$ cat src/rtl/dither_pkg.sv
// dither_pkg: shared constants, types and helpers for the Floyd-Steinberg
// dither engine.
//   - default frame geometry
//   - diffusion weights (7, 3, 5, 1) and the shift that divides by 16
//   - thresholds and output levels for the 1-bit and 2-bit quantizers
//     (the 2-bit set is used when DITHER_2BIT_EN is defined)
//   - err_t / acc_t signed types, clamp-to-8-bit and weighted-diffusion helpers
package dither_pkg;

  localparam int DEF_FRAME_WIDTH  = 320;
  localparam int DEF_FRAME_HEIGHT = 240;

  localparam logic [3:0] K_RIGHT      = 4'd7;
  localparam logic [3:0] K_DOWN_LEFT  = 4'd3;
  localparam logic [3:0] K_DOWN       = 4'd5;
  localparam logic [3:0] K_DOWN_RIGHT = 4'd1;
  localparam int         DIFF_SHIFT   = 4;

  localparam logic [7:0] TH_1BIT     = 8'd128;
  localparam logic [7:0] LVL_1BIT_LO = 8'd0;
  localparam logic [7:0] LVL_1BIT_HI = 8'd255;

  localparam logic [7:0] TH_2BIT_0  = 8'd43;
  localparam logic [7:0] TH_2BIT_1  = 8'd128;
  localparam logic [7:0] TH_2BIT_2  = 8'd213;
  localparam logic [7:0] LVL_2BIT_0 = 8'd0;
  localparam logic [7:0] LVL_2BIT_1 = 8'd85;
  localparam logic [7:0] LVL_2BIT_2 = 8'd170;
  localparam logic [7:0] LVL_2BIT_3 = 8'd255;

  typedef logic signed [8:0]  err_t;
  typedef logic signed [12:0] acc_t;

  function automatic logic [7:0] clamp8(input logic signed [13:0] x);
    if (x < 14'sd0) begin
      return 8'd0;
    end else if (x > 14'sd255) begin
      return 8'd255;
    end else begin
      return x[7:0];
    end
  endfunction

  // err * k as a signed 13-bit product, then an arithmetic shift (floor /16)
  function automatic acc_t diffuse(input err_t e, input logic [3:0] k);
    acc_t prod;
    prod = $signed({{4{e[8]}}, e}) * $signed({9'd0, k});
    return prod >>> DIFF_SHIFT;
  endfunction

endpackage

$ cat src/rtl/dither_quantizer.sv
// dither_quantizer: maps a clamped pixel value to its output level and
// reports the quantization error.
//   v_i   [7:0]  clamped pixel value
//   q_o   [7:0]  quantized level
//   err_o [8:0]  signed error v_i - q_o
// Build option: DITHER_2BIT_EN selects the 4-level quantizer {0,85,170,255};
// otherwise a 1-bit threshold at 128 is used.
module dither_quantizer
  import dither_pkg::*;
(
  input  logic [7:0]        v_i,
  output logic [7:0]        q_o,
  output logic signed [8:0] err_o
);

  always_comb begin
    q_o = LVL_1BIT_LO;
`ifdef DITHER_2BIT_EN
    if (v_i < TH_2BIT_0) begin
      q_o = LVL_2BIT_0;
    end else if (v_i < TH_2BIT_1) begin
      q_o = LVL_2BIT_1;
    end else if (v_i < TH_2BIT_2) begin
      q_o = LVL_2BIT_2;
    end else begin
      q_o = LVL_2BIT_3;
    end
`else
    q_o = (v_i >= TH_1BIT) ? LVL_1BIT_HI : LVL_1BIT_LO;
`endif
    err_o = $signed({1'b0, v_i}) - $signed({1'b0, q_o});
  end

endmodule

$ cat src/rtl/dither_engine.sv
// dither_engine: Floyd-Steinberg error diffusion between the line buffers and
// the palette stage. Two-stage pipeline: inputs are registered, then the
// quantize/diffuse step runs against the carry and next-row accumulators.
//   clk_in, rst_in (async, active low)
//   new_e/new_b/a_hcount/a_vcount/a_valid     : neighbour pixel stream in
//   dither_pixel/_hcount/_vcount/_valid       : quantized output
//   updated_pixel/_hcount/_valid              : next-row writeback strobe
// Build option: DITHER_2BIT_EN (see dither_quantizer).
module dither_engine
  import dither_pkg::*;
#(
  parameter int FRAME_WIDTH  = DEF_FRAME_WIDTH,
  parameter int FRAME_HEIGHT = DEF_FRAME_HEIGHT
) (
  input  logic        clk_in,
  input  logic        rst_in,
  input  logic [8:0]  new_e,
  input  logic [8:0]  new_b,
  input  logic [10:0] a_hcount,
  input  logic [9:0]  a_vcount,
  input  logic        a_valid,
  output logic [7:0]  dither_pixel,
  output logic [10:0] dither_hcount,
  output logic [9:0]  dither_vcount,
  output logic        dither_valid,
  output logic [7:0]  updated_pixel,
  output logic [10:0] updated_hcount,
  output logic        updated_valid
);

  localparam logic [10:0] LAST_COL = 11'(FRAME_WIDTH - 1);
  localparam logic [9:0]  LAST_ROW = 10'(FRAME_HEIGHT - 1);

  // stage 1 input registers
  logic        s1_valid_q;
  logic [8:0]  s1_e_q, s1_b_q;
  logic [10:0] s1_h_q;
  logic [9:0]  s1_v_q;

  // diffusion state: acc_m1_q is next-row column x-1, acc_0_q column x,
  // both as seen just before pixel x is processed
  acc_t        carry_q, carry_d;
  acc_t        acc_m1_q, acc_m1_d;
  acc_t        acc_0_q, acc_0_d;
  logic [8:0]  nb_q, nb_d;
  logic        fresh_q, fresh_d;
  logic        flush_q, flush_d;

  // output registers
  logic [7:0]  dpix_q, dpix_d;
  logic [10:0] dh_q, dh_d;
  logic [9:0]  dv_q, dv_d;
  logic        dvalid_q, dvalid_d;
  logic [7:0]  upix_q, upix_d;
  logic [10:0] uh_q, uh_d;
  logic        uvalid_q, uvalid_d;

  // stage 2 combinational datapath
  logic               row_start, last_col, last_row;
  acc_t               carry_in;
  logic signed [13:0] v_sum, wb_sum, flush_sum;
  logic [7:0]         v_clamped, q;
  err_t               err;
  acc_t               t_right, t_dl, t_d, t_dr;
  acc_t               acc_m1, acc_0, acc_p1;

  always_comb begin
    // first pixel after reset is a row start whatever its column
    row_start = (s1_h_q == 11'd0) || fresh_q;
    last_col  = (s1_h_q == LAST_COL);
    last_row  = (s1_v_q == LAST_ROW);
    carry_in  = row_start ? '0 : carry_q;
    v_sum     = $signed({5'd0, s1_e_q}) + $signed({carry_in[12], carry_in});
  end

  assign v_clamped = clamp8(v_sum);

  dither_quantizer u_quant (
    .v_i   (v_clamped),
    .q_o   (q),
    .err_o (err)
  );

  always_comb begin
    t_right = diffuse(err, K_RIGHT);
    t_dl    = diffuse(err, K_DOWN_LEFT);
    t_d     = diffuse(err, K_DOWN);
    t_dr    = diffuse(err, K_DOWN_RIGHT);
    // row start: no x-1 neighbour, and stale accumulators are dropped
    acc_m1    = row_start ? '0 : (acc_m1_q + t_dl);
    acc_0     = (row_start ? '0 : acc_0_q) + t_d;
    acc_p1    = last_col ? '0 : t_dr;
    wb_sum    = $signed({5'd0, nb_q}) + $signed({acc_m1[12], acc_m1});
    // flush reads the state left by column FRAME_WIDTH-1 before any
    // coinciding row-start pixel overwrites it at this edge
    flush_sum = $signed({5'd0, nb_q}) + $signed({acc_m1_q[12], acc_m1_q});
  end

  always_comb begin
    carry_d  = carry_q;
    acc_m1_d = acc_m1_q;
    acc_0_d  = acc_0_q;
    nb_d     = nb_q;
    fresh_d  = fresh_q;
    flush_d  = 1'b0;
    dpix_d   = dpix_q;
    dh_d     = dh_q;
    dv_d     = dv_q;
    dvalid_d = s1_valid_q;
    upix_d   = upix_q;
    uh_d     = uh_q;
    uvalid_d = 1'b0;

    if (s1_valid_q) begin
      carry_d  = last_col ? '0 : t_right;
      acc_m1_d = acc_0;
      acc_0_d  = acc_p1;
      nb_d     = s1_b_q;
      fresh_d  = 1'b0;
      flush_d  = last_col && !last_row;
      dpix_d   = q;
      dh_d     = s1_h_q;
      dv_d     = s1_v_q;
    end

    // a flush can only coincide with a row-start pixel, which never writes back
    if (flush_q) begin
      uvalid_d = 1'b1;
      upix_d   = clamp8(flush_sum);
      uh_d     = LAST_COL;
    end else if (s1_valid_q && !row_start && !last_row) begin
      uvalid_d = 1'b1;
      upix_d   = clamp8(wb_sum);
      uh_d     = s1_h_q - 11'd1;
    end
  end

  always_ff @(posedge clk_in or negedge rst_in) begin
    if (!rst_in) begin
      s1_valid_q <= 1'b0;
      s1_e_q     <= '0;
      s1_b_q     <= '0;
      s1_h_q     <= '0;
      s1_v_q     <= '0;
      carry_q    <= '0;
      acc_m1_q   <= '0;
      acc_0_q    <= '0;
      nb_q       <= '0;
      fresh_q    <= 1'b1;
      flush_q    <= 1'b0;
      dpix_q     <= '0;
      dh_q       <= '0;
      dv_q       <= '0;
      dvalid_q   <= 1'b0;
      upix_q     <= '0;
      uh_q       <= '0;
      uvalid_q   <= 1'b0;
    end else begin
      s1_valid_q <= a_valid;
      if (a_valid) begin
        s1_e_q <= new_e;
        s1_b_q <= new_b;
        s1_h_q <= a_hcount;
        s1_v_q <= a_vcount;
      end
      carry_q  <= carry_d;
      acc_m1_q <= acc_m1_d;
      acc_0_q  <= acc_0_d;
      nb_q     <= nb_d;
      fresh_q  <= fresh_d;
      flush_q  <= flush_d;
      dpix_q   <= dpix_d;
      dh_q     <= dh_d;
      dv_q     <= dv_d;
      dvalid_q <= dvalid_d;
      upix_q   <= upix_d;
      uh_q     <= uh_d;
      uvalid_q <= uvalid_d;
    end
  end

  assign dither_pixel   = dpix_q;
  assign dither_hcount  = dh_q;
  assign dither_vcount  = dv_q;
  assign dither_valid   = dvalid_q;
  assign updated_pixel  = upix_q;
  assign updated_hcount = uh_q;
  assign updated_valid  = uvalid_q;

endmodule

$ cat config.mk
export PLATFORM = sky130hd
export DESIGN_NAME = dither_engine
export DESIGN_NICKNAME = d
export VERILOG_FILES = /design/src/rtl/dither_pkg.sv /design/src/rtl/dither_quantizer.sv /design/src/rtl/dither_engine.sv
export SDC_FILE = /design/constraint.sdc
export NUM_CORES = 1
export LEC_CHECK = 0
export CAP_MARGIN = 10
export CORE_MARGIN = 4
export CORE_UTILIZATION = 50
export DETAILED_ROUTE_END_ITERATION = 10
export HOLD_SLACK_MARGIN = 0.15
export PLACE_DENSITY = 0.74
export SLEW_MARGIN = 0
export SYNTH_ARGS = -nofsm -noshare
export SYNTH_HDL_FRONTEND = slang
export SYNTH_SLANG_ARGS = --single-unit
$ cat constraint.sdc
create_clock -name clk_in -period 9.5 [get_ports clk_in]
set_input_delay 1.9 -clock clk_in [delete_from_list [all_inputs] [get_ports clk_in]]
set_output_delay 1.9 -clock clk_in [all_outputs]
set_load 0.01 [all_outputs]
Word level (Yosys, flattened, before mapping)
Index checks and enable logic that the tools add are counted.
{"block": "classes", "magnitude_cmp": 7, "reduce_logical": 8, "muxes": 19, "n_eq_ne": 2, "n_mul": 3, "add_sub_neg": 7}
{"cell": "8-bit two-way mux", "count": 9}
{"cell": "13-bit two-way mux", "count": 5}
{"cell": "10-bit by 13-bit adder with 14-bit output", "count": 3}
{"cell": "14-bit by 9-bit > comparator with 1-bit output (second input constant)", "count": 3}
{"cell": "14-bit by 1-bit less-than comparator with 1-bit output (second input constant)", "count": 3}
{"cell": "13-bit adder", "count": 2}
{"cell": "9-bit by 4-bit multiplier with 13-bit output (second input constant)", "count": 2}
{"cell": "11-bit two-way mux", "count": 2}
{"cell": "9-bit by 3-bit multiplier with 12-bit output (second input constant)", "count": 1}
{"cell": "11-bit by 9-bit equality test with 1-bit output (second input constant)", "count": 1}
{"cell": "11-bit zero test", "count": 1}
{"cell": "11-bit by 1-bit subtractor with 11-bit output (second input constant)", "count": 1}
{"cell": "10-bit by 8-bit equality test with 1-bit output (second input constant)", "count": 1}
{"cell": "8-bit by 8-bit subtractor with 9-bit output", "count": 1}
{"cell": "8-bit >= comparator (second input constant)", "count": 1}
{"cell": "1-bit logical AND", "count": 3}
{"cell": "1-bit two-way mux", "count": 3}
{"cell": "1-bit zero test", "count": 2}
{"cell": "2-bit nonzero test", "count": 1}
{"cell": "1-bit logical OR", "count": 1}
{"block": "word_totals", "word_cells": 64, "input_bits": 42, "output_inout_bits": 50, "reg_bits": 140}

Longest topological paths before layout
{"block": "logic_depth", "depth_word": 19, "mapped_depth": 52, "depth_no_buf": 48}

Modules after synthesis
From an unflattened synthesis, not the netlist that was laid out.
{"block": "hier_totals", "hier_cells": 919, "hier_area_um2": 9147.5}
{"mod": "dither_engine", "area_per_inst_um2": 8704.6, "instances": 1, "cells_each": 859, "seq_area_each_um2": 3204.3}
{"mod": "dither_quantizer", "area_per_inst_um2": 442.9, "instances": 1, "cells_each": 60, "seq_area_each_um2": 0.0}

Least setup slack after synthesis
No wires, ideal clock.
{"block": "synth_timing", "path_type": "register to register", "from": "register s1_h_q[0]", "to": "register upix_q[1], in the netlist updated_pixel[1]", "arrival_ns": 10.399, "slack_ns": -0.987, "n_path_buf": 3, "stages_incl_launch_ff": 51, "period_less_slack_ns": 10.487, "setup_ns": 0.088, "required_time_ns": 9.412, "cell_sequence": "dfrtp_1 > inv_1 > ha_1 > or4b_1 > or2_2 > nor3_1 > or2_2 > buf_2 > buf_1 > nor2_1 > ha_1 > inv_1 > fa_1 > nor2b_1 > o21ai_0 > a21boi_0 > o21ai_0 > a21oi_1 > (+15 left out) > nand2_1 > nand2_1 > xor2_1 > ha_1 > and2_1 > a221o_1 > nor2_1 > xor2_1 > nor2_1 > ha_1 > o21ai_0 > o2bb2ai_1 > o21a_1 > nor2b_1 > or3b_2 > a211oi_2 > nor3_1 > a41oi_1"}
{"block": "synth_between", "elab_chain_cells": 19, "elab_cells_between_ends": 25, "cone_classes": "4 x add/sub; 1 x mul; 5 x order compare; 9 x mux; 6 x reduce/logical"}
{"element": "start, declared", "line_no": "dither_engine.sv:37", "rtl": "logic [10:0] s1_h_q;"}
{"element": "start signal, assigned", "line_no": "dither_engine.sv:163", "rtl": "s1_h_q <= a_hcount;"}
{"element": "11-bit zero test *", "line_no": "dither_engine.sv:69", "rtl": "row_start = (s1_h_q == 11'd0) || fresh_q;"}
{"element": "1-bit logical OR *", "line_no": "dither_engine.sv:69"}
{"element": "13-bit two-way mux", "line_no": "dither_engine.sv:72", "rtl": "carry_in = row_start ? '0 : carry_q;"}
{"element": "10-bit by 13-bit adder with 14-bit output", "line_no": "dither_engine.sv:73", "rtl": "v_sum = $signed({5'd0, s1_e_q}) + $signed({carry_in[12], carry_in});"}
{"element": "14-bit by 9-bit > comparator with 1-bit output", "line_no": "dither_pkg.sv:37", "rtl": "end else if (x > 14'sd255) begin"}
{"element": "8-bit two-way mux", "line_no": "dither_pkg.sv:37"}
{"element": "8-bit two-way mux", "line_no": "dither_pkg.sv:35", "rtl": "if (x < 14'sd0) begin"}
{"element": "8-bit >= comparator", "line_no": "dither_quantizer.sv:29", "rtl": "q_o = (v_i >= TH_1BIT) ? LVL_1BIT_HI : LVL_1BIT_LO;"}
{"element": "(+3 left out)"}
{"element": "13-bit adder", "line_no": "dither_engine.sv:90", "rtl": "acc_m1 = row_start ? '0 : (acc_m1_q + t_dl);"}
{"element": "13-bit two-way mux", "line_no": "dither_engine.sv:90"}
{"element": "10-bit by 13-bit adder with 14-bit output", "line_no": "dither_engine.sv:93", "rtl": "wb_sum = $signed({5'd0, nb_q}) + $signed({acc_m1[12], acc_m1});"}
{"element": "14-bit by 9-bit > comparator with 1-bit output", "line_no": "dither_pkg.sv:37"}
{"element": "8-bit two-way mux", "line_no": "dither_pkg.sv:37"}
{"element": "8-bit two-way mux", "line_no": "dither_pkg.sv:35"}
{"element": "8-bit two-way mux", "line_no": "dither_engine.sv:131", "rtl": "end else if (s1_valid_q && !row_start && !last_row) begin"}
{"element": "8-bit two-way mux", "line_no": "dither_engine.sv:127", "rtl": "if (flush_q) begin"}
{"element": "end signal, assigned", "line_no": "dither_engine.sv:176", "rtl": "upix_q <= upix_d;"}
{"element": "end, declared", "line_no": "dither_engine.sv:54", "rtl": "logic [7:0] upix_q, upix_d;"}
Every way passes the cells marked *; elsewhere a longest branch is shown, timed or not. The select of a mux whose other input is x is not followed.
A chain may end at the register's enable or synchronous reset.

Final worst setup path
{"block": "layout_timing", "from": "register s1_h_q[0]", "to": "register upix_q[1], in the netlist updated_pixel[1]"}
{"block": "layout_between", "elab_chain_cells": 19, "elab_cells_between_ends": 25, "cone_classes": "4 x add/sub; 1 x mul; 5 x order compare; 9 x mux; 6 x reduce/logical"}
{"element": "11-bit zero test *", "line_no": "dither_engine.sv:69"}
{"element": "1-bit logical OR *", "line_no": "dither_engine.sv:69"}
{"element": "13-bit two-way mux *", "line_no": "dither_engine.sv:72"}
{"element": "10-bit by 13-bit adder with 14-bit output *", "line_no": "dither_engine.sv:73"}
{"element": "14-bit by 9-bit > comparator with 1-bit output", "line_no": "dither_pkg.sv:37"}
{"element": "8-bit two-way mux", "line_no": "dither_pkg.sv:37"}
{"element": "8-bit two-way mux *", "line_no": "dither_pkg.sv:35"}
{"element": "8-bit >= comparator *", "line_no": "dither_quantizer.sv:29"}
{"element": "(+1 left out)"}
{"element": "named net q[0]", "line_no": "dither_engine.sv:62", "rtl": "logic [7:0] v_clamped, q;"}
{"element": "(+2 left out)"}
{"element": "13-bit adder *", "line_no": "dither_engine.sv:90"}
{"element": "13-bit two-way mux *", "line_no": "dither_engine.sv:90"}
{"element": "10-bit by 13-bit adder with 14-bit output *", "line_no": "dither_engine.sv:93"}
{"element": "14-bit by 9-bit > comparator with 1-bit output", "line_no": "dither_pkg.sv:37"}
{"element": "8-bit two-way mux", "line_no": "dither_pkg.sv:37"}
{"element": "8-bit two-way mux *", "line_no": "dither_pkg.sv:35"}
{"element": "8-bit two-way mux *", "line_no": "dither_engine.sv:131"}
{"element": "8-bit two-way mux *", "line_no": "dither_engine.sv:127"}
The timed path passes the listed nets; every way through them passes the cells marked *. The select of a mux whose other input is x is not followed.

==> impl_results.md <==
* Final min period at 9.351 ns
* Largest net degree at the start of global routing at between 80 and 90
* Pre-CTS setup slack at -0.1761 ns
* Antenna violations before repair at 0
* Met3 layer usage reported by global route at 0.03696
* DP HPWL at roughly 16 mm
* Overall global routing resource usage at 0.2166
* Top_reg_cell synth: dfrtp_1
* Number of enable flip-flop cells after synthesis at 0
* Post-synthesis sequential area ratio at 0.3360
* Layout area overhead at 28.34%
* Crit path max-delay cell type: or4b_4
* Final Cell Area at 0.01157 mm^2
* IO Pins at 92
* Setup crit start kind: flop
* First DRT Iteration DRCs at 321
* Worst Hold End: updated_hcount[3]$_DFFE_PN0P_
* Final Util at 0.6620
* Final Setup Violations at 0
* Clock skew at approximately 0.01 ns
* WHS Path Cells at 1
* Worst-Margin Slew at between 1 and 1.5 ns
* Layout cells sized above 1 at 0.2345
* RSZ-0062 raised after global routing: yes
* Clock Path Buffers at 2
* Fin nets at about 1,200
* CP required at 9.83 ns
* Rows at 48
* Mapped cell area at 0.009015 mm^2
* CTS clk-pin slew, worst paths at 0.06 ns
* Synth top cells by count: dfrtp_1, ha_1, nor2_1, mux2_2, inv_1
* Yosys warns at 0
* Routed vias at 7,429
* Clock Latency Late Sink at 0.42 ns
* PortBufs at 91
* Number of diodes at 0
* Met1 usage at 0.2737
* First-pass DRT Iterations at 5
* Most common cell in the netlist: dfrtp_1
* First-pass GRT wire length at 35.49 mm
* Final WS setup at between 0.1 and 0.15 ns
* Final Hold Fails at 0
* CTS tree: done
* Post-synth net total at 1,088
* Synthesis-stage register bit count at approximately 120
* R2r endpoint: updated_pixel[1]$_DFFE_PN0P_
* DR vias/cell at between 5 and 6
* CP arrival at between 9 and 10 ns
* H-tree depth at 4
* Initial Utilization at 0.5158
* Mean Syn Cell Area at 9.590 um^2
* Die W at 142.3 um
* Slew HR at 0.2948
* Tightest Hold Check Type: flop to flop
* Total die area at 0.02024 mm^2
* Drt wl/cell at 17.04 um
* Grt peak-use layer: met2
* Drt total wl at 22.29 mm
* Syn Inst Count at 940
* Number of remaining DRC errors at 0
* Hold Slack at around 0.49 ns
* Area after DPL at between 0.01 and 0.015 mm^2
* Clock sink total at 121
* Met2 Usage GRT at 0.3786
* R2r setup slk at about 0.15 ns
* Worst Setup End Kind: flop
* GPL Wtd Cong at 0.9077
* Outcome: finished, final reports clean
* Max Cap Violations at 0
* Crit Path Max Fanout at 8
* Number of global-route vias before repair at about 7,200
* Async SR Flop Fraction at 1.000
* CTS buffer count at 17
* Hold path start: updated_hcount[3]$_DFFE_PN0P_
* Die height at about 140 um
* Top cell type's share of synthesized area at 0.3331
* Core area at 0.01748 mm^2
* Root Buffer: clkbuf_16
* Pins Over Slew Limit at 0
* Post-route ant nets at 0
* Top post-synthesis cells by area: dfrtp_1, ha_1, mux2_2, xnor2_1, nor2_1
* Leading area contributor after synthesis: dfrtp_1
* Unique masters post-synth at 75
* Number of cells on the worst reg-to-reg path at 48
* Max stage delay on crit path at between 0.4 and 0.5 ns
* Part of the cycle the worst path needs at 0.9843
* CP Class: flop to flop
* FF-to-FF Start: s1_h_q[0]$_DFFE_PN0P_
* Grt total ovfl at 0
* Max Fclk at 106.9 MHz
[kinds of logic after synthesis]
kind of cell | count (synthesis) | synth area share
AOI/OAI and AO/OA | 229 | 0.1711
xor gates and xnor gates | 61 | 0.06010
adders and majority gates | 107 | 0.1582
buffers and inverters | 109 | 0.05149
DFF | 121 | 0.3360
muxes | 78 | 0.09729
and+or+nand+nor | 235 | 0.1257
[per-stage QoR]
stage	cells	setup TNS [ns]
after detailed placement	1250	-1.188
after global placement	1250	0
after global routing	1308	-2.237
after CTS	1286	0
after floorplan	940	0
final	1308	0
[cell usage in the layout, fill, tap and decap left out, types with 9 or more instances in the layout]
cell type and instances:
ha_4 13, ha_1 78, fa_1 10, nand2_1 41, dfrtp_1 119, inv_1 64
a211o_1 9, xnor2_1 38, nor2_1 82, o21a_1 18, clkbuf_16 17, a21o_1 16
buf_4 57, xor2_1 15, o22ai_1 15, nor3_1 20, nand3_1 14, a21oi_1 34
nor2b_1 11, mux2_2 73, clkdlybuf4s50_1 89, a31oi_1 11, o21ai_0 35
[sequential cells by signal, summed over array words and instances, names as in the netlist]
name / cells
dither_valid: 1
s1_h_q: 11
nb_q: 9
dither_pixel: 1
acc_m1_q: 13
dither_vcount: 10
s1_v_q: 10
updated_hcount: 11
flush_q: 1
s1_e_q: 9
acc_0_q: 5
updated_valid: 1
dither_hcount: 11
s1_b_q: 9
dvalid_d: 1
carry_q: 9
updated_pixel: 8
fresh_q: 1
[how the worst max path moves through the flow]
stage	from	endpoint	slack, ns	depth (start not counted)
after CTS	s1_h_q[1]$_DFFE_PN0P_	updated_pixel[0]$_DFFE_PN0P_	0.004	48
after floorplan	s1_h_q[0]$_DFFE_PN0P_	updated_pixel[1]$_DFFE_PN0P_	0.02	50
after global placement	s1_h_q[0]$_DFFE_PN0P_	updated_pixel[1]$_DFFE_PN0P_	0.02	47
final	s1_h_q[0]$_DFFE_PN0P_	updated_pixel[1]$_DFFE_PN0P_	0.15	48
after global routing	s1_h_q[0]$_DFFE_PN0P_	updated_pixel[5]$_DFFE_PN0P_	-0.31	48
after detailed placement	s1_h_q[0]$_DFFE_PN0P_	updated_pixel[1]$_DFFE_PN0P_	-0.18	47
[routing by layer]
metal  wire (um)  up-vias
met3         600       31
met1        9813     3640
met5           0        -
met2       11440      123
met4         439        0
li1            -     3635
[layout make-up]
type | count | area [um^2]
inverter | 71 | 266.5
clock inverter | 13 | 192.7
clock buffer | 19 | 432.9
tap | 225 | 281.5
sequential | 121 | 3030
timing repair buffer | 149 | 1346
fill | 1360 | 5907
multi-input combinational | 710 | 6020
[worst max-delay path: cells and delay by family, from the launching register on]
kind            cells  cell delay [ns]
compound gates     16             3.16
flops               1             0.40
xor+xnor            3             0.48
fa+ha+maj           8             1.98
buf+inv             4             0.43
simple gates       17             2.81
[what timing repair did]
action                     in CTS  in global routing
setup endpoints to repair       8                  8
resized for setup              12                 75
hold buffers                    0                  0
buffers inserted                4                 22
pin swaps                       9                 51
Power is left out: the tool's default activity adds up to more than one toggle a clock period on the data nets, which glitch-free logic cannot reach.
